[config.mk]
export PLATFORM = sky130hd
export DESIGN_NAME = cpu_sequencer
export DESIGN_NICKNAME = d
export VERILOG_FILES = /design/src/rtl/cpu_sequencer.sv
export SDC_FILE = /design/constraint.sdc
export NUM_CORES = 1
export LEC_CHECK = 0
export CAP_MARGIN = 10
export CORE_UTILIZATION = 45
export CTS_BUF_LIST = sky130_fd_sc_hd__clkbuf_8
export DETAILED_ROUTE_END_ITERATION = 12
export GPL_ROUTABILITY_DRIVEN = 0
export PLACE_DENSITY = 0.92
export SLEW_MARGIN = 15
export SYNTH_ARGS = -nofsm -noshare
export SYNTH_HDL_FRONTEND = slang
export SYNTH_SLANG_ARGS = --single-unit
[constraint.sdc]
create_clock -name clk -period 1.9 [get_ports clk]
set_input_delay 0.475 -clock clk [delete_from_list [all_inputs] [get_ports clk]]
set_output_delay 0.475 -clock clk [all_outputs]
set_load 0.01 [all_outputs]
[src/rtl/cpu_sequencer.sv]
// cpu_sequencer: fetch/decode/exec/halt control FSM for a tiny CPU.
// Define CPU_SEQ_STEP_EN to add a single-step port and wait state.
module cpu_sequencer #(
  parameter int PC_WIDTH = 5,
  parameter int MUL_LAT  = 2
) (
  input  logic                clk,
  input  logic                sys_rst,
  input  logic                start,
`ifdef CPU_SEQ_STEP_EN
  input  logic                step,
`endif
  output logic                imem_req,
  output logic [PC_WIDTH-1:0] imem_addr,
  input  logic                imem_ack,
  input  logic [31:0]         imem_data,
  output logic [31:0]         ir,
  output logic                exec_en,
  output logic                busy,
  output logic                done,
  output logic                illegal
);

  typedef enum logic [2:0] {
    S_IDLE,
    S_FETCH,
    S_DECODE,
    S_EXEC,
    S_HALT,
    S_STEP
  } state_e;

  localparam logic [4:0] OP_MUL  = 5'b00100;
  localparam logic [4:0] OP_HALT = 5'b11111;
  localparam logic [3:0] LAT_M1  = 4'(MUL_LAT - 1);

  state_e              state_q;
  logic [PC_WIDTH-1:0] pc_q;
  logic [PC_WIDTH-1:0] pc_d;
  logic [31:0]         ir_q;
  logic [3:0]          cnt_q;
  logic                req_q;
  logic                exec_en_q;
  logic                busy_q;
  logic                done_q;
  logic                illegal_q;
  logic [4:0]          opcode;
  logic                is_exec;
  logic                is_mul;
  logic                is_halt;

  always_comb begin
    opcode  = ir_q[31:27];
    is_exec = (opcode <= OP_MUL);
    is_mul  = (opcode == OP_MUL);
    is_halt = (opcode == OP_HALT);
    pc_d    = pc_q + PC_WIDTH'(1);
  end

  always_ff @(posedge clk) begin
    if (sys_rst) begin
      state_q   <= S_IDLE;
      pc_q      <= '0;
      ir_q      <= '0;
      cnt_q     <= '0;
      req_q     <= 1'b0;
      exec_en_q <= 1'b0;
      busy_q    <= 1'b0;
      done_q    <= 1'b0;
      illegal_q <= 1'b0;
    end else begin
      exec_en_q <= 1'b0;
      unique case (state_q)
        S_IDLE, S_HALT: begin
          if (start) begin
            state_q   <= S_FETCH;
            pc_q      <= '0;
            req_q     <= 1'b1;
            busy_q    <= 1'b1;
            done_q    <= 1'b0;
            illegal_q <= 1'b0;
          end
        end
        S_FETCH: begin
          if (imem_ack) begin
            state_q <= S_DECODE;
            ir_q    <= imem_data;
            req_q   <= 1'b0;
          end
        end
        S_DECODE: begin
          if (is_exec) begin
            state_q   <= S_EXEC;
            exec_en_q <= 1'b1;
            cnt_q     <= is_mul ? LAT_M1 : 4'd0;
          end else begin
            state_q   <= S_HALT;
            busy_q    <= 1'b0;
            done_q    <= 1'b1;
            illegal_q <= !is_halt;
          end
        end
        S_EXEC: begin
          if (cnt_q == 4'd0) begin
            pc_q <= pc_d;
`ifdef CPU_SEQ_STEP_EN
            state_q <= S_STEP;
            busy_q  <= 1'b0;
`else
            state_q <= S_FETCH;
            req_q   <= 1'b1;
`endif
          end else begin
            cnt_q <= cnt_q - 4'd1;
          end
        end
`ifdef CPU_SEQ_STEP_EN
        S_STEP: begin
          if (step) begin
            state_q <= S_FETCH;
            req_q   <= 1'b1;
            busy_q  <= 1'b1;
          end
        end
`endif
        default: begin
          state_q <= S_IDLE;
          req_q   <= 1'b0;
          busy_q  <= 1'b0;
          done_q  <= 1'b0;
        end
      endcase
    end
  end

  assign imem_req  = req_q;
  assign imem_addr = pc_q;
  assign ir        = ir_q;
  assign exec_en   = exec_en_q;
  assign busy      = busy_q;
  assign done      = done_q;
  assign illegal   = illegal_q;

endmodule

==> results.toml, run 1 <==
[status]
status = "completed"

[global_routing]
grt_max_degree = 33
grt_usage_pct = 20.3
grt_pass1_wl_um = 7930
grt_pass1_vias = 1835
grt_overflow = 0
antenna_found_initial = 0

[yosys]
yosysSeqAreaShare_pct = 48.5
synth_seq_cells = 49
synthCells = 250
syn_area_per_cell_um2 = 8.09
yosysWarnings = 0
synth_area_um2 = 2020
synth.distinct_cells = 39
synth_nets = 289

[finish]
fin_util_pct = 68.2
antenna_cells = 0
syn2layout_area_growth_pct = 45.8
drive_gt1_share_pct = 7.69
final_area_um2 = 2950
nets = 363

[timing]
tightestPinTransition_ps = 480
fin_skew_ps = 7.94
max_slew_margin_pct = 68.0
post-route-period-util_pct = 92.8
setup_viol = 0
period_needed_ps = 1760
rsz0062_at_grt = "no"
drv_slew = 0
hold_ws_ps = 458
hold_viol = 0
fmax_ghz = 0.567
setup_tns_ps = 0

[placed_design]
dp_hpwl_um = 3210
port_buffers = 77
post_dp_cell_area_um2 = 2830

[critical_path]
max_stage_delay_ps = 590
crit_family = "buffers and inverters"
path_cells = "clkdlybuf4s50_1"
cp.required_ps = 1420
path_buf_inv = 1
reg2reg_depth = 5
crit_path_max_fanout = 5
r2r_slack_ps = 180
startpoint_type = "flop"
cp-end-kind = "primary output"
critPathSlowestCell = "clkdlybuf4s50_1"
worstSetupPathType = "flop to primary output"
rr_startpoint = "cnt_q[0]"
cp.arrival_ps = 1290
r2r_end = "cnt_q[0]"

[clocking]
clk_pin_slew_worst_paths_ps = 90
cts_setup_buffers = 0
cts_max_level = 2
numCtsBuffers = 5
cts.sinks = 49
hold_buffers = 0
clkLatencyLatePin_ps = 300
cts_root_buffer = "clkbuf_8"
cts.path.max_buffers = 2
ctsResizeCount = 0
cts_tree = "done"

[drt]
antenna_left = 0
drtPass1Iterations = 4
via_per_inst = 5.11
wirelength_um = 4630
drc_errors = 0
wire_per_inst_um = 12.3
drt_iter0_markers = 109
vias = 1925

[floorplanning]
fp.dieW_um = 69.1
fp.dieH_um = 69.1
start_util_pct = 46.8
die_area_um2 = 4770
io_pins = 78
core-area_um2 = 4320
rows = 24

[power]
power_leakage_nw = 1.01
ir_drop_uv = 542
powerDensity_nw_per_um2 = 757
finalPower_mw = 2.23

[worst_hold_path]
holdPathStages = 2
min_from = "ir[21]"
min_path_type = "flop to flop"
min_to = "ir[21]"

[job]
maxCapViolations = 0
## cell usage after synthesis, drive strengths merged
master	number	area [um2]
nand2	70	263
dfxtp	49	981
a21oi	46	234
nor2	11	43.8
buf	9	56.3
clkbuf	7	26.3
o21ai	7	38.8
or4	5	37.5
inv	4	15.0
nand2b	4	32.5
nand3	4	20.0
nor3	4	20.0
ha	3	37.5
nand3b	3	22.5
o31ai	3	22.5
or3	3	18.8
a31oi	2	18.8
nor3b	2	15.0
a211oi	1	7.51
a21o	1	7.51
a221oi	1	8.76
a31o	1	17.5
and2	1	6.26
and3b	1	10.0
nor2b	1	6.26
nor4	1	6.26
o21ba	1	10.0
o22a	1	8.76
o22ai	1	6.26
or2	1	6.26
or4b	1	10.0
xor2	1	8.76
## per-stage QoR
| stage | std cells | setup slack, ps |
|---|---|---|
| after floorplan | 250 | 327 |
| after global placement | 369 | -17.9 |
| after detailed placement | 369 | -43.8 |
| after CTS | 377 | 126 |
| after global routing | 377 | 62.6 |
| final | 377 | 136 |
## how the worst max path moves through the flow
stage                     startpoint            to  depth (start not counted)
after detailed placement       start  imem_addr[0]                          7
after floorplan             cnt_q[0]      cnt_q[0]                          5
final                         ir[27]        ir[27]                          1
after CTS                     ir[31]        ir[31]                          1
after global placement         start  imem_addr[0]                          7
after global routing          ir[31]        ir[31]                          1
## metal layers
metal,track usage [%],wire length (um),part of all wire [%],vias up
met5,0,0,0,-
met4,7.48,48,1.0,0
met3,6.87,276,6.0,4
met2,34.7,2330,50,47
met1,23.4,1970,43,885
li1,-,-,-,989
## sequential cells by signal, indices dropped and copies added (netlist names), 3 cells and up
| name | flops |
|---|---|
| state_q | 3 |
| cnt_q | 4 |
| ir | 32 |
| imem_addr | 5 |
## report_power, final
| part | internal, mW | switching (mW) |
|---|---|---|
| Combinational | 0.198 | 0.157 |
| Sequential | 1.07 | 0.0402 |
| Clock | 0.428 | 0.339 |
| Total | 1.70 | 0.536 |
## cell families after synthesis
group | synth area share (%)
simple gates | 25.6
compound gates | 18.8
flops | 48.5
buf+inv | 4.82
fa+ha+maj | 1.86
xor+xnor | 0.433
## cell type report
cell class / instances / area, um2
clock buffers: 6 / 82.6
fillers: 375 / 1380
repair buffers: 83 / 823
clock inverters: 2 / 37.5
flip-flops and latches: 49 / 981
inverters: 4 / 15.0
well taps: 52 / 65.1
multi-input cells: 181 / 945
## cells in the final DEF (no fill, tap or decap), drive strengths merged, types with 2 or more instances in the layout
| cell type | n |
|---|---|
| o21ai | 7 |
| dfxtp | 49 |
| a31oi | 2 |
| nand3 | 4 |
| a21oi | 46 |
| or4 | 5 |
| nand2 | 70 |
| buf | 7 |
| nor3b | 2 |
| ha | 3 |
| clkdlybuf4s50 | 76 |
| nor2 | 11 |
| nand2b | 4 |
| nand3b | 3 |
| nor3 | 4 |
| inv | 4 |
| or3 | 3 |
| o31ai | 3 |
| clkbuf | 6 |
Power figures use the tool's default switching activity.
==> inputs of run 2 (changes only) <==
- SETUP_SLACK_MARGIN: not set -> 0.05
- TNS_END_PERCENT: not set -> 1
==> results of run 2 <==
Final layout, timing and power as in run 1 (identical DEF).
